===== config.mk =====
export PLATFORM = sky130hd
export DESIGN_NAME = jzjpcc_memory_stage
export DESIGN_NICKNAME = d
export VERILOG_FILES = /design/src/rtl/jzjpcc_pkg.sv /design/src/rtl/jzjpcc_load_extender.sv /design/src/rtl/jzjpcc_memory_stage.sv
export SDC_FILE = /design/constraint.sdc
export NUM_CORES = 1
export LEC_CHECK = 0
export ABC_CLOCK_PERIOD_IN_PS = 1300
export CELL_PAD_IN_SITES_DETAIL_PLACEMENT = 0
export CELL_PAD_IN_SITES_GLOBAL_PLACEMENT = 2
export CORE_MARGIN = 2
export CORE_UTILIZATION = 15
export CTS_CLUSTER_SIZE = 30
export DETAILED_ROUTE_END_ITERATION = 10
export PLACE_DENSITY = 0.82
export SLEW_MARGIN = 20
export SYNTH_ARGS = -nofsm -noshare
export SYNTH_HDL_FRONTEND = slang
export SYNTH_SLANG_ARGS = --single-unit

===== constraint.sdc =====
create_clock -name clock -period 1.3 [get_ports clock]
set_clock_uncertainty 0.15 [all_clocks]
set_input_delay 0.195 -clock clock [delete_from_list [all_inputs] [get_ports clock]]
set_output_delay 0.195 -clock clock [all_outputs]
set_load 0.005 [all_outputs]

===== src/rtl/jzjpcc_pkg.sv =====
`default_nettype none
// ============================================================================
// Module   : jzjpcc_pkg
// Brief    : Shared types and constants for the jzjpcc memory stage.
// Revision : 1.0
// ============================================================================
package jzjpcc_pkg;

    typedef enum logic [1:0] {
        RD_SRC_ALU = 2'd0,
        RD_SRC_MEM = 2'd1,
        RD_SRC_PC4 = 2'd2,
        RD_SRC_IMM = 2'd3
    } rd_source_t;

    localparam logic [2:0] LOAD_LB  = 3'b000;
    localparam logic [2:0] LOAD_LH  = 3'b001;
    localparam logic [2:0] LOAD_LW  = 3'b010;
    localparam logic [2:0] LOAD_LBU = 3'b100;
    localparam logic [2:0] LOAD_LHU = 3'b101;

    typedef enum logic [0:0] {
        IDLE = 1'b0,
        WAIT = 1'b1
    } mem_state_t;

endpackage
`default_nettype wire


===== src/rtl/jzjpcc_load_extender.sv =====
`default_nettype none
// ============================================================================
// Module   : jzjpcc_load_extender
// Brief    : Selects and sign/zero extends load data from a raw memory word.
// Revision : 1.0
// ============================================================================
module jzjpcc_load_extender
    import jzjpcc_pkg::*;
(
    input  logic [31:0] word,
    input  logic [2:0]  funct3,
    input  logic [1:0]  offset,
    output logic [31:0] data,
    output logic        misaligned
);

    logic [7:0]  w_byte;
    logic [15:0] w_half;

    always_comb begin
        w_byte = word[7:0];
        case (offset)
            2'd0: w_byte = word[7:0];
            2'd1: w_byte = word[15:8];
            2'd2: w_byte = word[23:16];
            2'd3: w_byte = word[31:24];
            default: w_byte = word[7:0];
        endcase
        // Misaligned halves still use the half selected by offset[1].
        w_half = offset[1] ? word[31:16] : word[15:0];
    end

    always_comb begin
        data       = word;
        misaligned = 1'b0;
        case (funct3)
            LOAD_LB:  data = {{24{w_byte[7]}}, w_byte};
            LOAD_LBU: data = {24'd0, w_byte};
            LOAD_LH: begin
                data       = {{16{w_half[15]}}, w_half};
                misaligned = offset[0];
            end
            LOAD_LHU: begin
                data       = {16'd0, w_half};
                misaligned = offset[0];
            end
            LOAD_LW: begin
                data       = word;
                misaligned = |offset;
            end
            default: data = word;
        endcase
    end

endmodule
`default_nettype wire


===== src/rtl/jzjpcc_memory_stage.sv =====
`default_nettype none
// ============================================================================
// Module   : jzjpcc_memory_stage
// Brief    : Memory pipeline stage: req/ack data access, stall, load extension
//            and the memory->writeback pipeline register.
// Revision : 1.0
// ============================================================================
module jzjpcc_memory_stage
    import jzjpcc_pkg::*;
#(
    parameter int MEM_ADDR_W     = 30,
    parameter int TIMEOUT_CYCLES = 16
) (
    input  logic                  clock,
    input  logic                  reset,
    input  logic                  inValid,
    input  logic [31:0]           inAluResult,
    input  logic [4:0]            inRdAddr,
    input  rd_source_t            inRdSource,
    input  logic                  inRdWriteEnable,
    input  logic                  inMemReadEnable,
    input  logic                  inMemWriteEnable,
    input  logic [2:0]            inLoadFunct3,
    input  logic [31:0]           inMemDataToWrite,
    input  logic [3:0]            inMemByteMask,
    output logic                  stall,
    output logic                  memReq,
    output logic                  memWriteEnable,
    output logic [MEM_ADDR_W-1:0] memAddr,
    output logic [31:0]           memWriteData,
    output logic [3:0]            memByteMask,
    input  logic                  memAck,
    input  logic [31:0]           memReadData,
    output logic                  wbValid,
    output logic [4:0]            wbRdAddr,
    output rd_source_t            wbRdSource,
    output logic                  wbRdWriteEnable,
    output logic [31:0]           wbAluResult,
    output logic [31:0]           wbMemData,
    output logic                  wbMisaligned,
    output logic                  wbBusError
);

    localparam int CNT_W = (TIMEOUT_CYCLES > 1) ? $clog2(TIMEOUT_CYCLES) : 1;

    mem_state_t        r_state;
    mem_state_t        w_state_next;
    logic [CNT_W-1:0]  r_count;
    logic              w_access;
    logic              w_is_load;
    logic              w_ack;
    logic              w_timeout;
    logic              w_complete;
    logic [31:0]       w_ext_data;
    logic              w_ext_misaligned;

    assign w_access  = inValid & (inMemReadEnable | inMemWriteEnable);
    // A store wins when both enables are set.
    assign w_is_load = inMemReadEnable & ~inMemWriteEnable;

    assign memReq         = w_access & ~reset & ((r_state == IDLE) | (r_state == WAIT));
    assign memWriteEnable = w_access & inMemWriteEnable;
    assign memAddr        = inAluResult[MEM_ADDR_W+1:2];
    assign memWriteData   = inMemDataToWrite;
    assign memByteMask    = inMemWriteEnable ? inMemByteMask : 4'hF;

    // An ack that arrives without a request is ignored.
    assign w_ack      = memAck & memReq;
    assign w_timeout  = (r_state == WAIT) & (r_count == CNT_W'(TIMEOUT_CYCLES - 1)) & ~w_ack;
    assign stall      = w_access & ~w_ack & ~w_timeout;
    assign w_complete = inValid & (~w_access | w_ack | w_timeout);

    always_ff @(posedge clock) begin
        if (reset) begin
            r_state <= IDLE;
        end else begin
            r_state <= w_state_next;
        end
    end

    always_comb begin
        w_state_next = r_state;
        case (r_state)
            IDLE:    if (w_access & ~w_ack) w_state_next = WAIT;
            WAIT:    if (w_ack | w_timeout) w_state_next = IDLE;
            default: w_state_next = IDLE;
        endcase
    end

    // Held at zero in IDLE so it is clear on every entry to WAIT.
    always_ff @(posedge clock) begin
        if (reset || r_state == IDLE) begin
            r_count <= '0;
        end else begin
            r_count <= r_count + 1'b1;
        end
    end

    jzjpcc_load_extender u_load_extender (
        .word       (memReadData),
        .funct3     (inLoadFunct3),
        .offset     (inAluResult[1:0]),
        .data       (w_ext_data),
        .misaligned (w_ext_misaligned)
    );

    always_ff @(posedge clock) begin
        if (reset) begin
            wbValid         <= 1'b0;
            wbRdAddr        <= '0;
            wbRdSource      <= RD_SRC_ALU;
            wbRdWriteEnable <= 1'b0;
            wbAluResult     <= '0;
            wbMemData       <= '0;
            wbMisaligned    <= 1'b0;
            wbBusError      <= 1'b0;
        end else begin
            wbValid         <= w_complete;
            wbRdAddr        <= inRdAddr;
            wbRdSource      <= inRdSource;
            wbRdWriteEnable <= w_complete & inRdWriteEnable & ~w_timeout;
            wbAluResult     <= inAluResult;
            wbMemData       <= w_is_load ? w_ext_data : 32'd0;
            wbMisaligned    <= w_complete & w_access & w_is_load & w_ext_misaligned;
            wbBusError      <= w_complete & w_timeout;
        end
    end

endmodule
`default_nettype wire


== Word-level counts from Yosys, hierarchy flattened ==
Index checks and enable logic that the tools add are counted.

* Bits in registers: 80
* Latch bits: 0
* Memory bits (writable): 0
* ROM bits: 0
* Input bits: 117
* Output and inout port bits: 144
* Memories: 0

* $add $sub $neg: 1
* $mul: 0
* Div/mod/pow operators: 0
* $lt $le $gt $ge: 0
* Equal/unequal tests: 8
* Shift operators: 0
* Muxes and demuxes: 8
* Bitwise logic cells: 27
* Reductions and logical operators: 6

{| class="wikitable"
|+ Operator list
! operator !! number
|-
| 32-bit one-hot mux with 4 select lines || 1
|-
| 8-bit one-hot mux with 4 select lines || 1
|-
| 1-bit AND || 16
|-
| 16-bit two-way mux || 1
|-
| 1-bit inverter || 7
|-
| 3-bit == test, second input constant || 2
|-
| 2-bit OR reduction || 3
|-
| 4-bit by 1-bit adder with 4-bit output, second input constant || 1
|-
| 2-bit == test, second input constant || 2
|-
| 4-bit == test, second input constant || 1
|-
| 4-bit two-way mux || 1
|-
| 1-bit OR || 4
|-
| 1-bit one-hot mux with 2 select lines || 2
|-
| 3-bit by 1-bit == test with 1-bit output, second input constant || 1
|-
| 3-bit by 2-bit == test with 1-bit output, second input constant || 1
|-
| 3-bit zero test || 1
|-
| 2-bit by 1-bit == test with 1-bit output, second input constant || 1
|-
| 2-bit zero test || 1
|-
| 1-bit two-way mux || 2
|-
| 1-bit logical OR || 1
|}

== Depth between registers and ports, before layout ==
Gate-level depths: netlist (run 1).

* Depth after elaboration: 11
* Depth in mapped cells: 6

== By module ==
A second synthesis (run 1) with hierarchy kept.

* Cells, all modules: 392
* Area total of the unflattened synthesis: 3,708.6 sq um

{| class="wikitable"
|+ By module, submodules not included
! module !! instances !! cells each !! area an instance (sq um) !! sequential area each (sq um)
|-
| jzjpcc_memory_stage || 1 || 257 || 2,800.2 || 1,601.5
|-
| jzjpcc_load_extender || 1 || 135 || 908.4 || 0.0
|}

== Worst setup path after synthesis (run 1) ==
Ideal clock, no wire load.

* Path type: input to register
* Start: input port inAluResult[1]
* End: register wbMemData[22]
* Arrival: 1.115 ns
* Required time: 1.018 ns
* Path slack: -0.097 ns
* Stages on the path: 6
* Cell sequence: buf_6 > mux2i_1 > nor2_1 > o21ai_2 > buf_4 > a21oi_1

* Longest elaborated chain between the ends: 3

{| class="wikitable"
|+ RTL lines
! element !! RTL line !! text
|-
| start, declared || jzjpcc_memory_stage.sv:17 || <nowiki>input logic [31:0] inAluResult,</nowiki>
|-
| 2-bit == test (tied with other cells) || jzjpcc_load_extender.sv:22 || <nowiki>case (offset)</nowiki>
|-
| 8-bit one-hot mux with 4 select lines || jzjpcc_load_extender.sv:22 ||
|-
| 32-bit one-hot mux with 4 select lines (*) || jzjpcc_load_extender.sv:36 || <nowiki>case (funct3)</nowiki>
|-
| end signal, assigned || jzjpcc_memory_stage.sv:123 || <nowiki>wbMemData <= w_is_load ? w_ext_data : 32'd0;</nowiki>
|-
| end, declared || jzjpcc_memory_stage.sv:39 || <nowiki>output logic [31:0] wbMemData,</nowiki>
|}

Every way passes the cells marked *; elsewhere a longest branch is shown, timed or not.
A chain may end at the register's enable or synchronous reset.

== Worst setup path after layout (run 1) ==
* Start: register r_count[0]
* End: output port stall

* Longest elaborated chain between the ends: 5

{| class="wikitable"
|+ RTL lines
! element !! RTL line !! text
|-
| start, declared || jzjpcc_memory_stage.sv:48 || <nowiki>logic [CNT_W-1:0] r_count;</nowiki>
|-
| start signal, assigned || jzjpcc_memory_stage.sv:95 || <nowiki>r_count <= r_count + 1'b1;</nowiki>
|-
| 4-bit == test || jzjpcc_memory_stage.sv:69 || <nowiki>assign w_timeout = (r_state == WAIT) & (r_count == CNT_W'(TIMEOUT_CYCLES - 1)) & ~w_ack;</nowiki>
|-
| 1-bit AND (2 in series) || jzjpcc_memory_stage.sv:69 ||
|-
| 1-bit inverter || jzjpcc_memory_stage.sv:70 || <nowiki>assign stall = w_access & ~w_ack & ~w_timeout;</nowiki>
|-
| 1-bit AND || jzjpcc_memory_stage.sv:70 ||
|-
| end, declared || jzjpcc_memory_stage.sv:26 || <nowiki>output logic stall,</nowiki>
|}

No other way between the ends.

==> key figures, run 1 <==
Global route
  • Overall Global Routing Usage: 0.1031
  • Initial antenna violation count: 1
  • First-pass GRT wire length: about 18000 um
  • Largest net degree at the start of global routing: 29
  • Vias in the first global route: roughly 3.1k
  • Gr ovfl total: 0

Logic synthesis
  • Syn nets: 486
  • Main flop type after synthesis: dfxtp_1
  • Post-synth EDFFs: 0
  • Synth async-reset ratio: 0
  • Synth Area per Inst: about 9.1 um^2
  • Sequential fraction of the synthesis area: 0.4798
  • Synth Instances: around 370
  • Distinct cells, synth: 41
  • Cell Area, Synth: 0.003338 mm^2
  • Ys Warns: 0
  • Synth Register Bits: 80

Cells and area
  • # nets final: a little under 700
  • Finished Cell Area: between 0.005 and 0.006 mm^2
  • Share of layout cells above drive strength 1: 0.2420
  • Final core occ: 0.2695
  • Layout area overhead: 76.16%

Critical path
  • CP endpoint kind: output pin
  • CP Launch Type: register
  • Reg2reg setup slack: -0.01 ns
  • R2R depth: 4
  • CP arrival: 1.26 ns
  • R2r startpoint: r_count[0]
  • CP Class: reg -> out
  • CP required: 0.95 ns
  • R2r endpoint: wbRdWriteEnable
  • Crit path max fanout: 2

Power and ir drop
  • Leakage: about 2.7 nW
  • Net Sw Frac: 0.2463
  • Pwr dens: 1061 mW/mm^2
  • Max VDD drop: 0.0005347 V
  • Pint: 4.701 mW
  • Clock power frac: 0.423
  • Pwr Total: 6.236 mW
  • Psw: around 1.5 mW
  • Comb pwr share: 0.164
  • Seq pwr share: 0.412

Clocking
  • CTS clk-pin slew, worst paths: 0.06 ns
  • Hold-fix buffers, CTS: 0
  • CTS max path bufs: 2
  • CTS Root Cell: clkbuf_16
  • CTS tree: built
  • H-tree depth: 3
  • Num CTS Buffers: 9
  • Clk sink count: 80
  • Worst-Skew Late Latency: between 0.3 and 0.4 ns

Hold path
  • Hold Crit Class: in -> reg
  • Worst hold path depth: 3
  • Hold Path Origin: inAluResult[0]
  • Hold Path Sink: wbAluResult[0]

Floorplan
  • Die Area: 0.02346 mm^2
  • Chip Height: 153.2 um
  • Initial core utilization: 0.1530
  • Die X: 153.2 um
  • Core area: 0.02182 mm^2
  • Ports: about 260
  • Site row count: 54

STA
  • Crit path time final: approximately 1.6 ns
  • Hold Fails Final Rpt: 0
  • Final setup vio count: 2
  • Fmax: around 0.62 GHz
  • Slew @ Worst Pin: 0.3382 ns
  • RSZ-0062 raised after global routing: true
  • Slew headroom: 0.7735
  • Setup TNS: -0.3113 ns
  • Final Worst Setup Slack: -0.3040 ns
  • Max Slew Vio Count: 0
  • Crit share post-route: 1.234

Placement
  • # port buffers: between 150 and 200
  • Placed cell areas: ~0.0056 mm^2
  • Gpl congestion: 0.7171
  • DP Wirelength: 9746 um
  • Dpl ws: -0.7201 ns

Status
  • Outcome: finished with violations
  • Failing checks: negative setup slack

Route
  • Post-route ant nets: 0
  • DR WL/cell: about 14 um
  • Iteration-0 DRC Markers: 144
  • Vias: 3086
  • Routed wire length: about 12000 um
  • Via density: 3.661
  • Residual DRC: 0
  • Initial DRT Pass Iterations: 7

Flow run
  • MaxCap Viol Count: 0
-- Yosys cell counts (2+ instances only) --
cell | instances | area [um^2]
a21oi_1 | 20 | 100.1
buf_2 | 4 | 20.02
dfxtp_1 | 80 | 1602
inv_1 | 13 | 48.80
o21ai_0 | 9 | 45.04
o21ai_2 | 2 | 17.52
nor2b_1 | 41 | 256.5
nor3_1 | 9 | 45.04
nor2_1 | 14 | 52.55
clkbuf_1 | 11 | 41.29
a221oi_1 | 7 | 61.31
nand2b_1 | 9 | 56.30
a31oi_1 | 7 | 43.79
buf_4 | 65 | 488.0
o221a_2 | 6 | 67.56
nand2_1 | 46 | 172.7
-- registers in the layout, indices dropped and copies added, names as in the netlist --
signal and count:
wbRdWriteEnable 1, r_count 4, wbRdAddr 5, wbMemData 32, wbAluResult 32, wbValid 1, r_state 1, wbRdSource 2
wbMisaligned 1, wbBusError 1
-- through the flow --
step	instances	hold WS, ns
6_report	843	0.1548
5_1_grt	842	0.1611
4_1_cts	840	0.1440
3_5_place_dp	821	0.2400
3_3_place_gp	821	0.2400
2_1_floorplan	368	0.1633
-- worst max-delay path by stage --
stage	from	endpoint	slack (ns)	depth (start not counted)
finish	r_count[0]	stall	-0.30	5
global route	r_count[0]	stall	-0.40	5
CTS	r_count[1]	stall	-0.40	5
detailed placement	inAluResult[1]	wbMemData[10]	-0.72	7
global placement	inAluResult[1]	wbMemData[26]	-0.70	7
floorplan	inAluResult[1]	wbMemData[10]	-0.06	5
-- per-layer routing --
layer / vias to the layer above / global-route usage / wire length (um)
li1: 1527 / - / -
met1: 1443 / 0.1257 / 5431
met2: 104 / 0.1699 / 5715
met3: 12 / 0.03232 / 849
met4: 0 / 0.03968 / 211
met5: - / 0 / 0
-- critical path: stages (launching register included) --
cell and delay [ns]:
dfxtp_2 0.33, ha_4 0.15, nand4_1 0.08, o21ai_1 0.09, nor2_2 0.13, buf_2 0.14
-- placed cells by master, fill, tap and decap left out, types with 4 or more instances in the layout --
cell              n
dfxtp_1          77
buf_2             4
a221oi_2          6
nor3_2            6
o221a_2           6
clkdlybuf4s15_1  14
clkdlybuf4s50_1  70
clkbuf_2          9
nor2_1           10
dlygate4sd2_1    97
buf_4            60
clkbuf_16         9
inv_1            13
nor2b_1          39
a31oi_1           6
nand2b_1          8
nand2_1          46
a21oi_1          20
nor2_2            4
o21ai_0           8
-- final cells by class --
type / instances / area (um^2)
fillers: 2353 / 15940
flip-flops and latches: 80 / 1605
clock buffers: 11 / 242.7
clock inverters: 5 / 61.31
well taps: 280 / 350.3
diodes: 1 / 2.502
repair buffers: 261 / 2302
multi-input cells: 192 / 1267
inverters: 13 / 48.80
-- what timing repair did --
| action | CTS | global route |
|---|---|---|
| gates resized for setup | 163 | 37 |
| buffers inserted | 4 | 2 |
| pin swaps | 5 | 6 |
| endpoints found under the setup margin | 148 | 45 |
| gates cloned | 0 | 1 |
| endpoints found under the hold margin | 0 | 0 |
-- logic make-up (layout without fill, tap and decap cells) --
logic type,Yosys count,after routing,share of synthesized area
other cells,0,1,0
simple gates,128,128,0.1949
fa+ha+maj,1,1,0.003748
mux,2,2,0.007121
xor+xnor,2,2,0.005248
compound gates,59,59,0.1241
flops,80,80,0.4798
buf+inv,96,290,0.1852
-- power groups by stage --
stage	Combinational [mW]	Clock, mW	Sequential (mW)
finish	1.02	2.64	2.57
global route	1.12	2.86	2.58
CTS	1.02	2.76	2.57
detailed placement	1.12	0	2.63
global placement	1.12	0	2.63
floorplan	0.438	0	2.64
Note: power is estimated with default switching activity, not from simulation.
==> run 2, diff against run 1 <==
--- a/constraint.sdc
+++ b/constraint.sdc
@@ -3,3 +3,3 @@
 set_input_delay 0.195 -clock clock [delete_from_list [all_inputs] [get_ports clock]]
 set_output_delay 0.195 -clock clock [all_outputs]
-set_load 0.005 [all_outputs]
+set_load 0.01 [all_outputs]
==> run 2 against run 1 <==
The flow still finishes with violations (negative setup slack). Cell count decreased by 0.12%. Clock power about the same. Sequential share of layout area decreased by 0.24 points. Power grew 1.7%. Non-clock buffer count shrank 1. Critical path depth is the same. Core utilization up 0.23 points. Design area up 0.87%. Sequential power about the same. Register-to-register slack gained 0.05 ns. Maximum frequency shrank 2.2%. Combinational power up 11%.
==> key figures, run 2 (synthesis results as in run 1) <==
Status
  • Outcome: finished with violations (unchanged)
  • Failing checks: negative setup slack (unchanged)

Power and ir drop
  • Psw: 1.614 mW (was 1.536 mW)
  • Max VDD drop: 0.0005165 V (was 0.0005347 V)
  • Pint: 4.726 mW (was 4.701 mW)
  • Seq pwr share: 0.406 (was 0.412)
  • Comb pwr share: 0.178 (was 0.164)
  • Net Sw Frac: 0.2546 (was 0.2463)
  • Pwr dens: 1069 mW/mm^2 (was 1061 mW/mm^2)
  • Clock power frac: 0.416 (was 0.423)
  • Pwr Total: 6.340 mW (was 6.236 mW)
  • Leakage: 2.564 nW (was 2.657 nW)

STA
  • Crit share post-route: 1.262 (was 1.234)
  • Hold Fails Final Rpt: 0 (unchanged)
  • Fmax: 0.6096 GHz (was 0.6235 GHz)
  • RSZ-0062 raised after global routing: true (unchanged)
  • Final Worst Setup Slack: -0.3404 ns (was -0.3040 ns)
  • Setup TNS: -0.3404 ns (was -0.3113 ns)
  • Crit path time final: 1.640 ns (was 1.604 ns)
  • Final setup vio count: 1 (was 2)
  • Slew headroom: 0.7874 (was 0.7735)
  • Max Slew Vio Count: 0 (unchanged)
  • Slew @ Worst Pin: 0.3175 ns (was 0.3382 ns)

Route
  • DR WL/cell: 14.53 um (was 14.48 um)
  • Via density: 3.672 (was 3.661)
  • Iteration-0 DRC Markers: 94 (was 144)
  • Routed wire length: 12230 um (was 12210 um)
  • Vias: 3092 (was 3086)
  • Post-route ant nets: 0 (unchanged)
  • Residual DRC: 0 (unchanged)
  • Initial DRT Pass Iterations: 4 (was 7)

Floorplan
  • Ports: 261 (unchanged)
  • Die Area: 0.02346 mm^2 (unchanged)
  • Die X: 153.2 um (unchanged)
  • Chip Height: 153.2 um (unchanged)
  • Core area: 0.02182 mm^2 (unchanged)
  • Initial core utilization: 0.1530 (unchanged)
  • Site row count: 54 (unchanged)

Global route
  • Gr ovfl total: 0 (unchanged)
  • Largest net degree at the start of global routing: 30 (was 29)
  • Initial antenna violation count: 1 (unchanged)
  • Overall Global Routing Usage: 0.1024 (was 0.1031)
  • Vias in the first global route: 3157 (was 3125)
  • First-pass GRT wire length: 18000 um (was 18310 um)

Placement
  • Dpl ws: -0.7644 ns (was -0.7201 ns)
  • Gpl congestion: 0.7477 (was 0.7171)
  • DP Wirelength: 9658 um (was 9746 um)
  • # port buffers: 196 (unchanged)

Clocking
  • H-tree depth: 3 (unchanged)
  • CTS tree: built (unchanged)
  • CTS clk-pin slew, worst paths: 0.06 ns (about the same)
  • Hold-fix buffers, CTS: 0 (unchanged)
  • Clk sink count: 80 (unchanged)
  • CTS Root Cell: clkbuf_16 (unchanged)
  • CTS max path bufs: 2 (unchanged)
  • Worst-Skew Late Latency: 0.34 ns (about the same)
  • Num CTS Buffers: 9 (unchanged)

Critical path
  • R2r endpoint: wbMisaligned (was wbRdWriteEnable)
  • CP arrival: 1.30 ns (was 1.26 ns)
  • CP delay by family, top: flip-flops (unchanged)
  • CP startpoint: r_count[0] (unchanged)
  • CP Launch Type: register (unchanged)
  • CP endpoint kind: output pin (unchanged)
  • Crit path max fanout: 3 (was 2)
  • Critical-path cell list: ha_4 > nand4_1 > o21ai_1 > nor2_2 > buf_2 (unchanged)
  • Slowest CP cell: dfxtp_2 (unchanged)
  • Worst path depth: 5 (unchanged)
  • CP bufs+invs: 1 (unchanged)
  • CP Class: reg -> out (unchanged)
  • Crit path to: stall (unchanged)
  • R2r startpoint: r_count[0] (unchanged)
  • R2R depth: 6 (was 4)
  • CP required: 0.95 ns (about the same)
  • Reg2reg setup slack: 0.04 ns (was -0.01 ns)
  • CP max stage delay: 0.33 ns (about the same)

Flow run
  • MaxCap Viol Count: 0 (unchanged)

Cells and area
  • Share of layout cells above drive strength 1: 0.2941 (was 0.2420)
  • Biggest regs: wbAluResult (32), wbMemData (32), wbRdAddr (5) (unchanged)
  • # nets final: 674 (was 675)
  • Commonest non-fill, non-tap cell in the layout: dfxtp_1 (was dlygate4sd2_1)
  • Layout area overhead: 77.70% (was 76.16%)
  • Number of fill cells in the layout: 2393 (was 2353)
  • Commonest cells after routing, fill and taps aside: dfxtp_1 (77), clkdlybuf4s50_1 (69), buf_4 (55), nand2_1 (46), dlygate4sd2_1 (46) (was dlygate4sd2_1 (97), dfxtp_1 (77), clkdlybuf4s50_1 (70), buf_4 (60), nand2_1 (46))

Hold path
  • Hold Crit Class: in -> reg (unchanged)
[run 2: final cells by class]
cell class / instances / area (um^2) / area share
inverters: 13 / 48.80 / 0.008226
multi-input cells: 192 / 1330 / 0.2242
diodes: 1 / 2.502 / 0.0004219
clock inverters: 5 / 61.31 / 0.01034
clock buffers: 11 / 242.7 / 0.04092
well taps: 280 / 350.3 / 0.05906
flip-flops and latches: 80 / 1605 / 0.2706
repair buffers: 260 / 2291 / 0.3862
[run 2: layer usage]
layer | vias to the layer above | track usage | share of wire
li1 | 1530 | - | -
met1 | 1444 | 0.1238 | 0.45
met2 | 102 | 0.1654 | 0.47
met3 | 16 | 0.03090 | 0.063
met4 | 0 | 0.05071 | 0.025
met5 | - | 0 | 0
[run 2: timing repair]
item / 4_1_cts / 5_1_grt
setup endpoints to repair: 147 / 88
gates cloned: 1 / 1
buffers inserted: 1 / 3
pin swaps: 4 / 10
resized for setup: 206 / 94
[run 2: worst min-delay path by stage]
stage,depth (start not counted),slack (ns),to,start
final,3,0.15,wbAluResult[0],inAluResult[0]
after global routing,3,0.15,wbMemData[15],memReadData[15]
after CTS,3,0.13,wbMemData[31],memReadData[31]
after detailed placement,0,0.24,memWriteData[15],inMemDataToWrite[15]
after global placement,0,0.24,memWriteData[15],inMemDataToWrite[15]
after floorplan,2,0.16,wbRdWriteEnable,inRdWriteEnable
[run 2: power by group through the flow]
stage / registers (mW) / logic [mW] / clock network (mW)
after floorplan: 2.68 / 0.484 / 0
after global routing: 2.58 / 1.22 / 2.85
final: 2.57 / 1.13 / 2.64
after CTS: 2.57 / 1.10 / 2.76
after detailed placement: 2.63 / 1.18 / 0
after global placement: 2.63 / 1.18 / 0
[run 2: worst reg2reg max path, stage by stage (launching register included)]
cell      delay [ns]
dfxtp_2         0.35
ha_4            0.14
nand4_1         0.09
o21ai_1         0.12
nor2_2          0.07
buf_4           0.14
a211oi_2        0.13
[run 2: metrics by stage]
step | hold WS [ns] | util | cell area (um^2) | std cells
6_report | 0.1474 | 0.2718 | 5932 | 842
5_1_grt | 0.1485 | 0.2718 | 5932 | 842
4_1_cts | 0.1339 | 0.2694 | 5878 | 838
3_5_place_dp | 0.2401 | 0.2566 | 5600 | 821
3_3_place_gp | 0.2401 | 0.2566 | 5600 | 821
2_1_floorplan | 0.1633 | - | 3420 | 368
